## config.mk

```make
export PLATFORM = sky130hd
export DESIGN_NAME = reg_file_wb
export DESIGN_NICKNAME = d
export VERILOG_FILES = /design/src/rtl/reg_file_wb.sv
export SDC_FILE = /design/constraint.sdc
export NUM_CORES = 1
export LEC_CHECK = 0
export CAP_MARGIN = 10
export CORE_MARGIN = 2
export CORE_UTILIZATION = 37
export CTS_CLUSTER_DIAMETER = 80
export CTS_CLUSTER_SIZE = 14
export DETAILED_ROUTE_END_ITERATION = 10
export PLACE_DENSITY = 0.56
export SLEW_MARGIN = 20
export SYNTH_ARGS = -nofsm -noshare
export SYNTH_HDL_FRONTEND = slang
export SYNTH_SLANG_ARGS = --single-unit
```

## constraint.sdc

```tcl
create_clock -name clk -period 5.9 [get_ports clk]
set_clock_uncertainty 0.1 [all_clocks]
set_input_delay 1.77 -clock clk [delete_from_list [all_inputs] [get_ports clk]]
set_output_delay 1.77 -clock clk [all_outputs]
set_load 0.01 [all_outputs]
```

## src/rtl/reg_file_wb.sv

```systemverilog
// Register file with a one-entry write-back latch and two bypassed read ports.
// Writes commit to the array one edge after capture; reads see the latch first.
module reg_file_wb #(
    parameter int DATA_W   = 16,
    parameter int ADDR_W   = 3,
    parameter bit ZERO_REG = 1'b1
) (
    input  logic              clk,
    input  logic              rst,
    input  logic              RegWrite,
    input  logic [ADDR_W-1:0] WriteReg,
    input  logic [DATA_W-1:0] WriteData,
    input  logic [ADDR_W-1:0] ReadReg1,
    input  logic [ADDR_W-1:0] ReadReg2,
    output logic [DATA_W-1:0] ReadData1,
    output logic [DATA_W-1:0] ReadData2,
    output logic              wb_pending,
    output logic [7:0]        commit_cnt
);

    localparam int NUM_REGS = 2 ** ADDR_W;

    logic [DATA_W-1:0] regs [NUM_REGS];
    logic              wb_valid;
    logic [ADDR_W-1:0] wb_addr;
    logic [DATA_W-1:0] wb_data;
    logic              cap;

    // Writes aimed at a hardwired r0 never enter the latch.
    assign cap = RegWrite && !(ZERO_REG && (WriteReg == '0));

    always_ff @(posedge clk) begin
        if (rst) begin
            for (int i = 0; i < NUM_REGS; i++) begin
                regs[i] <= '0;
            end
            wb_valid   <= 1'b0;
            wb_addr    <= '0;
            wb_data    <= '0;
            commit_cnt <= '0;
        end else begin
            if (wb_valid) begin
                regs[wb_addr] <= wb_data;
                commit_cnt    <= commit_cnt + 8'd1;
            end
            wb_valid <= cap;
            if (cap) begin
                wb_addr <= WriteReg;
                wb_data <= WriteData;
            end
        end
    end

    assign wb_pending = wb_valid;

    always_comb begin
        ReadData1 = regs[ReadReg1];
        if (ZERO_REG && (ReadReg1 == '0)) begin
            ReadData1 = '0;
        end else if (wb_valid && (wb_addr == ReadReg1)) begin
            ReadData1 = wb_data;
        end
    end

    always_comb begin
        ReadData2 = regs[ReadReg2];
        if (ZERO_REG && (ReadReg2 == '0)) begin
            ReadData2 = '0;
        end else if (wb_valid && (wb_addr == ReadReg2)) begin
            ReadData2 = wb_data;
        end
    end

endmodule

```

==> reports/results.tsv, run 1 <==
metric	value	unit
maxSlewHeadroom	59.8	%
grt-ovfl-total	0	
cts.hold.buffers_added	0	
grt_pass1_wl	33600	µm
status	finished, final reports clean	
post_cts_buffers	0	
clk_pin_slew	0.06	ns
mappedNetlistNets	725	
synth_edf_count	128	
wirelength	21500	µm
rsz0062_at_grt	no	
ys_ff_latch	156	
worst_pin_slew	0.603	ns
crit_buf_inv	5	
finalSetupTns	0	ns
stdcell_count	1071	
viasPerCell	5.42	
cts_root_buffer	clkbuf_16	
clkLatencyLatePin	0.42	ns
synth-async-reset-ratio	0	%
fin_area	10300	µm²
drt-initial-drc-count	321	
path_delay_family	buffers and inverters	
r2r-start	wb_pending	
avgRoutedWirePerCell	20.1	µm
clock_sinks	156	
area_growth	22.7	%
fin_util	46.0	%
grt_usage	18.3	%
ir_drop	202	µV
core-area	22500	µm²
arrival	3.99	ns
final_layout_size_suffix_gt1_share	18.1	%
cts_tree	built	
postSynthCellCount	696	
synth_area	8430	µm²
vias	5808	
yosysUniqueCellTypes	34	
timing.final.crit_share	99.4	%
drcViolationCount	0	
criticalPathCategory	input port to output port	
slowest_delay	0.59	ns
portBuffers	68	
ios	69	
final_hold_viol_count	0	
grt_max_degree	42	
n_antenna_cell	0	
setup_viol	0	
crit_start	ReadReg1[1]	
detail-route-antenna-nets	0	
htreeDepth	4	
hpwl	15600	µm
yosysSeqAreaShare	52.2	%
initial_core_util	37.5	%
cts_buffers	17	
placed_cell_area	9570	µm²
fp-row-count	55	
critPathSlowestCell	clkdlybuf4s50_1	
clk_path_buf_depth	2	
dp_cells	1039	
grt_pass1_vias	5915	
gp_congestion	0.811	
fillers	1993	
die_area	24000	µm²
die_h	155	µm
crit_required	4.03	ns
cellLeakagePower	0.00410	µW
max_freq	171	MHz
drt-pass1-iter-count	5	
crit_chain	clkdlybuf4s50_1 -> buf_4 -> buf_6 -> xnor2_1 -> and4_1 -> buf_4 -> a211oi_1 -> nor3_1 -> clkdlybuf4s50_1	
hp-start	commit_cnt[7]	
ys_dominant_reg_cell	edfxtp_1	
postSynthAreaPerCell	12.1	µm²
min_path_type	register to register	
antenna_found_initial	0	
cp-start-kind	input port	
final_cell_mix	and2_1, edfxtp_1, mux2i_1	
worstPathMaxFanout	6	
synth.yosys.warnings	0	
power_density	268	nW/µm²
fin_nets	802	
die_w	155	µm
drv_cap	0	
end_kind	output port	
fin_crit	5.86	ns
finalMaxSlewViolations	0	
-- synthesized netlist by cell type, drive strengths merged (2+ instances only) --
cell / count / area, µm²
or2: 10 / 62.6
a21oi: 22 / 110
nand2: 42 / 158
clkbuf: 32 / 120
and4: 2 / 17.5
xnor2: 7 / 61.3
mux2i: 63 / 631
buf: 36 / 287
nor3: 30 / 150
nand2b: 3 / 18.8
o22ai: 32 / 200
o21ai: 2 / 10.0
edfxtp: 128 / 3840
nor2: 48 / 180
or3: 2 / 12.5
xor2: 4 / 35.0
and2: 128 / 801
dfxtp: 28 / 561
mux4: 34 / 833
a211oi: 30 / 225
nor4: 2 / 33.8
nand4: 5 / 31.3
-- metal layers --
metal,track usage (%),wire [µm]
met1,23.7,9500
met2,30.5,10500
met3,3.84,1100
met4,6.26,419
met5,0,0
-- report_power, final --
group	internal (µW)	switching, µW	leakage, µW
logic	173	171	0.00225
clock network	710	445	0.000300
registers	1230	44.6	0.00155
-- logic make-up after synthesis --
logic type,count (synthesis),synth area share (%)
multiplexers,97,17.4
AO/OA/AOI/OAI,89,6.75
AND/OR/NAND/NOR,274,17.5
XOR/XNOR,11,1.14
flip-flops,156,52.2
buffers and inverters,68,4.82
adder cells (fa/ha/maj),1,0.148
-- flip-flops by register name, indices dropped and copies added, names as in the netlist --
| signal | count |
|---|---|
| commit_cnt | 8 |
| regs | 128 |
| wb_addr | 3 |
| wb_data | 16 |
| wb_pending | 1 |
-- worst min-delay path, cell delays in order, from the launching register on --
cell and delay [ns]:
dfxtp_1 0.31, o21ai_0 0.07, a21oi_1 0.06
-- area by class of cell --
cell class              count  area (µm²)  area share (%)
multi-input cells         472        3750            36.2
repair buffers            126        1210            11.7
flip-flops and latches    156        4400            42.6
clock inverters            14         193            1.86
well taps                 285         357            3.45
clock buffers              18         429            4.15
-- stage by stage --
stage	setup slack [ns]	hold slack, ns	power [µW]
6_report	0.0352	0.389	2780
5_1_grt	0.000465	0.433	2860
4_1_cts	-0.0348	0.396	2790
3_5_place_dp	-0.205	0.382	1640
3_3_place_gp	-0.287	0.377	1630
2_1_floorplan	1.13	0.393	1480
-- worst paths after layout --
| check | endpoint | slack [ns] | cells past startpoint |
|---|---|---|---|
| max | ReadData1[3] | 0.04 | 9 |
| min | commit_cnt[7] | 0.39 | 2 |
| max reg2reg | regs[4][5] | 3.47 | 4 |
| min reg2reg | commit_cnt[7] | 0.39 | 2 |
-- timing repair --
action                                  in CTS  in global routing
gates resized for setup                     28                 21
endpoints found under the setup margin      17                 20
pin swaps                                    6                  1
Power figures use the tool's default switching activity.
==> inputs of run 2 (changes only) <==
==> constraint.sdc (replaced) <==
create_clock -name clk -period 7.5 [get_ports clk]
set_clock_uncertainty 0.1 [all_clocks]
set_input_delay 2.25 -clock clk [delete_from_list [all_inputs] [get_ports clk]]
set_output_delay 2.25 -clock clk [all_outputs]
set_load 0.01 [all_outputs]
==> run 2 against run 1 <==
Effect of this change: global-route usage rose by 0.68 points; first-iteration DRC count increased by 71%; combinational power down 26%; worst hold slack improved by 0.026 ns; highest routed layer unchanged.
==> reports/results.tsv, run 2 (synthesized netlist as in run 1, its figures left out) <==
metric	value	unit	change
arrival	5.02	ns	was 3.99 ns
sw_frac_of_total	24.4	%	was 23.8%
grt-ovfl-total	0		unchanged
ios	69		unchanged
p_sw	520	µW	was 660 µW
timing.rr.end	regs[0][9]		was regs[4][5]
wirelength_met1	9990	µm	was 9500 µm
multi_input_area	3640	µm²	was 3750 µm²
largest_reg_flops	128		unchanged
gp_congestion	0.881		was 0.811
hold-path-cell-count	2		unchanged
setup_viol	0		unchanged
combPwrFrac	11.9	%	was 12.4%
path_delay_family	buffers and inverters		unchanged
avgRoutedWirePerCell	21.4	µm	was 20.1 µm
grt_usage	18.9	%	was 18.3%
core-area	22500	µm²	unchanged
power_density	216	nW/µm²	was 268 nW/µm²
rr_worst_depth	3		was 4
finalSetupTns	0	ns	unchanged
post_cts_buffers	0		unchanged
worst_pin_slew	1.09	ns	was 0.603 ns
status	finished, final reports clean		unchanged
crit_chain	clkdlybuf4s50_1 -> nand2b_1 -> o22ai_1 -> a211oi_1 -> nor3_1 -> clkdlybuf4s50_1		was clkdlybuf4s50_1 -> buf_4 -> buf_6 -> xnor2_1 -> and4_1 -> buf_4 -> a211oi_1 -> nor3_1 -> clkdlybuf4s50_1
drv_cap	0		unchanged
hp-start	commit_cnt[7]		unchanged
p_int	1610	µW	was 2110 µW
placed_cell_area	9290	µm²	was 9570 µm²
critPathSlowestCell	nand2b_1		was clkdlybuf4s50_1
final_cell_mix	and2_1, edfxtp_1, clkdlybuf4s50_1		was and2_1, edfxtp_1, mux2i_1
end_kind	output port		unchanged
detail-route-antenna-nets	0		unchanged
fin_util	43.9	%	was 46.0%
antenna_found_initial	0		unchanged
drcViolationCount	0		unchanged
grt_pass1_wl	34000	µm	was 33600 µm
drt-pass1-iter-count	5		unchanged
ir_drop	155	µV	was 202 µV
vias	5726		was 5808
slowest_delay	0.64	ns	was 0.59 ns
cts_tree	built		unchanged
clk_pin_slew	0.06	ns	about the same
reg.largest.list	regs (128), wb_data (16), commit_cnt (8)		unchanged
highest_layer	met4		unchanged
seqPwrFrac	47.0	%	was 46.0%
hpwl	15300	µm	was 15600 µm
clock_sinks	156		unchanged
wirelength	22200	µm	was 21500 µm
criticalPathCategory	input port to output port		unchanged
cts_root_buffer	clkbuf_16		unchanged
fin_nets	772		was 802
cellLeakagePower	0.00371	µW	was 0.00410 µW
die_h	155	µm	unchanged
min_path_type	register to register		unchanged
maxSlewHeadroom	26.7	%	was 59.8%
viasPerCell	5.51		was 5.42
finalMaxSlewViolations	0		unchanged
hold_path_end	commit_cnt[7]		unchanged
wl_met3	1220	µm	was 1100 µm
final_hold_viol_count	0		unchanged
ff_latch_area	4400	µm²	unchanged
die_w	155	µm	unchanged
crit_top_cell	clkdlybuf4s50_1		
final_layout_size_suffix_gt1_share	11.8	%	was 18.1%
portBuffers	68		unchanged
timing.final.crit_share	98.3	%	
drt-initial-drc-count	548		was 321
worstPathMaxFanout	15		was 6
grt_pass1_vias	5823		was 5915
stdcell_count	1040		was 1071
clkLatencyLatePin	0.43	ns	was 0.42 ns
htreeDepth	4		unchanged
met2_wirelength	10500	µm	about the same
initial_core_util	37.5	%	unchanged
fp-row-count	55		unchanged
regMostFlops	regs		unchanged
rsz0062_at_grt	no		unchanged
fillers	2019		was 1993
grt_max_degree	42		unchanged
ctsResizeCount	0		was 28
die_area	24000	µm²	unchanged
clk_path_buf_depth	2		unchanged
area_growth	17.3	%	was 22.7%
crit_required	5.15	ns	was 4.03 ns
fin_crit	7.37	ns	
cts.hold.buffers_added	0		unchanged
n_antenna_cell	0		unchanged
p_clk_share	41.1	%	was 41.6%
fin_area	9890	µm²	was 10300 µm²
cp-start-kind	input port		unchanged
r2r-start	wb_pending		unchanged
dp_cells	1009		was 1039
cts_buffers	17		unchanged
max_freq	136	MHz	
r2r_slack	4.61	ns	was 3.47 ns
hold_ws	0.415	ns	was 0.389 ns
crit_buf_inv	2		was 5
## run 2: changes by cell type in the layout (fill, tap and decap cells not counted), sizes merged, moves of 3 or more
cell and change:
buf -32, dlymetal6s2s -11, inv +3, clkdlybuf4s50 +20, dlygate4sd2 -7
## run 2: cell type report
cell class	count	area share, %
repair buffers	96	9.03
clock inverters	11	1.29
flip-flops and latches	156	44.5
multi-input cells	472	36.8
clock buffers	20	4.73
well taps	285	3.61
## run 2: power by group through the flow
stage / sequential [µW] / combinational (µW) / clock [µW]
after floorplan: 998 / 164 / 0
after global placement: 1020 / 252 / 0
after detailed placement: 1020 / 254 / 0
after CTS: 1000 / 254 / 888
after global routing: 1010 / 270 / 926
final: 1000 / 253 / 876
## run 2: worst max-delay path by stage
| stage | start | to | slack (ns) | cells past startpoint |
|---|---|---|---|---|
| 2_1_floorplan | ReadReg2[2] | ReadData2[4] | 1.77 | 7 |
| 3_3_place_gp | ReadReg1[0] | ReadData1[4] | 0.20 | 6 |
| 3_5_place_dp | ReadReg1[0] | ReadData1[6] | 0.19 | 6 |
| 4_1_cts | ReadReg1[0] | ReadData1[6] | 0.23 | 6 |
| 5_1_grt | ReadReg1[0] | ReadData1[6] | 0.03 | 6 |
| 6_report | ReadReg1[0] | ReadData1[4] | 0.13 | 6 |
## run 2: worst min-delay path, cell delays in order, from the launching register on
cell,delay (ns)
dfxtp_1,0.32
o21ai_0,0.08
a21oi_1,0.07
## run 2: routing by layer
metal / global-route usage (%) / up-vias
met2: 30.7 / 183
met3: 3.59 / 33
met4: 6.57 / 0
met5: 0 / -
met1: 25.6 / 2853
li1: - / 2657
## run 2: stage by stage
step / worst slack, ns / total power [µW]
after global placement: 0.197 / 1270
after CTS: 0.234 / 2140
final: 0.129 / 2130
after global routing: 0.0345 / 2200
after floorplan: 1.77 / 1160
after detailed placement: 0.187 / 1270
==> inputs of run 3 (changes only) <==
--- a/config.mk
+++ b/config.mk
@@ -6,12 +6,12 @@
 export NUM_CORES = 1
 export LEC_CHECK = 0
 export CAP_MARGIN = 10
-export CORE_MARGIN = 2
 export CORE_UTILIZATION = 37
 export CTS_CLUSTER_DIAMETER = 80
 export CTS_CLUSTER_SIZE = 14
 export DETAILED_ROUTE_END_ITERATION = 10
-export PLACE_DENSITY = 0.56
+export DONT_BUFFER_PORTS = 1
+export PLACE_DENSITY = 0.52
 export SLEW_MARGIN = 20
 export SYNTH_ARGS = -nofsm -noshare
 export SYNTH_HDL_FRONTEND = slang
==> constraint.sdc (replaced) <==
create_clock -name clk -period 7.45 [get_ports clk]
set_clock_uncertainty 0.1 [all_clocks]
set_input_delay 2.235 -clock clk [delete_from_list [all_inputs] [get_ports clk]]
set_output_delay 2.235 -clock clk [all_outputs]
set_load 0.01 [all_outputs]
==> run 3 against run 2 <==
Effect of this change: die area decreased by 2.6%; total power decreased by 5.5%; worst setup slack improved by 1.2 ns; flip-flop and latch count unchanged; worst hold slack improved by 0.041 ns; sequential power about the same; register-to-register slack improved by 0.38 ns; sequential share of layout area increased by 4.2 points; count of clock-buffer cells in the layout increased by 3; clock power decreased by 4.5%; largest cell class unchanged.
==> reports/results.tsv, run 3 (synthesized netlist as in run 1, its figures left out) <==
metric	value	unit	change
htreeDepth	4		unchanged
setup_viol	0		unchanged
grt_max_degree	51		was 42
timing.rr.end	regs[4][10]		was regs[0][9]
cts.hold.buffers_added	0		unchanged
drcViolationCount	0		unchanged
final_cell_mix	and2_1, edfxtp_1, mux2i_1		was and2_1, edfxtp_1, clkdlybuf4s50_1
preCtsSetupSlack	1.35	ns	was 0.187 ns
detail-route-antenna-nets	0		unchanged
core-area	22100	µm²	was 22500 µm²
viasPerCell	5.65		was 5.51
hpwl	14900	µm	was 15300 µm
wirelength	22000	µm	was 22200 µm
grt_pass1_vias	5630		was 5823
status	finished, final reports clean		unchanged
final_layout_size_suffix_gt1_share	10.3	%	was 11.8%
reg.largest.list	regs (128), wb_data (16), commit_cnt (8)		unchanged
ir_drop	154	µV	was 155 µV
grt_usage	19.5	%	was 18.9%
clk_path_buf_depth	2		unchanged
clock_sinks	156		unchanged
cts_root_buffer	clkbuf_16		unchanged
area_growth	7.21	%	was 17.3%
grt_pass1_wl	33800	µm	was 34000 µm
drv_cap	0		unchanged
die_w	153	µm	was 155 µm
cts_buffers	17		unchanged
final_hold_viol_count	0		unchanged
post_cts_buffers	0		unchanged
clk_pin_slew	0.06	ns	about the same
cts_tree	built		unchanged
ios	69		unchanged
ctsResizeCount	0		unchanged
criticalPathCategory	input port to output port		unchanged
gp_congestion	0.811		was 0.881
fin_nets	687		was 772
die_area	23400	µm²	was 24000 µm²
fp-row-count	54		was 55
avgRoutedWirePerCell	23.1	µm	was 21.4 µm
r2r-start	wb_pending		unchanged
cellLeakagePower	0.00336	µW	was 0.00371 µW
die_h	153	µm	was 155 µm
n_antenna_cell	0		unchanged
antenna_found_initial	0		unchanged
finalSetupTns	0	ns	unchanged
end_kind	output port		unchanged
worst_pin_slew	0.943	ns	was 1.09 ns
cp-start-kind	input port		unchanged
drt-pass1-iter-count	5		unchanged
r2r_slack	4.99	ns	was 4.61 ns
crit_path_end	ReadData1[14]		was ReadData1[4]
vias	5372		was 5726
maxSlewHeadroom	37.0	%	was 26.7%
largest_reg_flops	128		unchanged
drt-initial-drc-count	401		was 548
crit_required	5.12	ns	was 5.15 ns
arrival	3.81	ns	was 5.02 ns
grt-ovfl-total	0		unchanged
portBuffers	0		was 68
finalMaxSlewViolations	0		unchanged
rsz0062_at_grt	no		unchanged
min_path_type	register to register		unchanged
regMostFlops	regs		unchanged
timing.final.crit_share	82.5	%	
crit_start	ReadReg1[1]		was ReadReg1[0]
worstPathMaxFanout	20		was 15
power_density	223	nW/µm²	was 216 nW/µm²
fin_crit	6.14	ns	
clkLatencyLatePin	0.42	ns	was 0.43 ns
initial_core_util	38.2	%	was 37.5%
rr_worst_depth	4		was 3
setup_slack	1.31	ns	was 0.129 ns
max_freq	163	MHz	
run 3: cell types whose count changed in the layout (fill, tap and decap cells not counted), sizes merged:
cell           delta
bufinv            -2
buf              -19
clkbuf            +3
inv               -3
clkinv            +3
clkdlybuf4s50    -66
run 3: power breakdown:
group	switching (µW)	total, µW	internal (µW)
Sequential	35.9	1010	975
Combinational	95.4	167	71.2
Clock	354	837	483
Total	485	2010	1530
run 3: worst min path at each step:
stage / from / to / cells past startpoint / slack, ns
final: commit_cnt[5] / commit_cnt[5] / 2 / 0.46
after global routing: commit_cnt[7] / commit_cnt[7] / 2 / 0.48
after CTS: commit_cnt[5] / commit_cnt[5] / 2 / 0.45
after detailed placement: commit_cnt[5] / commit_cnt[5] / 2 / 0.44
after global placement: commit_cnt[7] / commit_cnt[7] / 2 / 0.42
after floorplan: wb_addr[2] / wb_addr[2] / 2 / 0.39
run 3: layout make-up:
class,count,area (µm²)
timing repair buffer,11,82.6
clock inverter,9,55.1
fill,2081,13100
clock buffer,23,510
tap,280,350
sequential,156,4400
multi-input combinational,472,3640
run 3: metrics by stage:
| step | cells | hold slack, ns | total power, µW | instance area [µm²] | utilization (%) |
|---|---|---|---|---|---|
| floorplan | 696 | 0.393 | 1170 | 8430 | - |
| global placement | 919 | 0.418 | 1190 | 8470 | 38.3 |
| detailed placement | 919 | 0.443 | 1200 | 8470 | 38.4 |
| CTS | 951 | 0.453 | 2020 | 9040 | 40.9 |
| global route | 951 | 0.480 | 2080 | 9040 | 40.9 |
| finish | 951 | 0.456 | 2010 | 9040 | 40.9 |
run 3: per-layer routing:
metal  GRT usage [%]  share of wire (%)  vias to the layer above
li1                -                  -                     2487
met4            7.98                2.4                        0
met2            31.2                 46                      172
met1            25.6                 45                     2681
met5               0                  0                        -
met3            4.20                5.8                       32
run 3: critical path, cell delays in order:
cell and delay, ns:
xnor2_1 0.17, nand4_1 0.76, a21oi_1 0.62
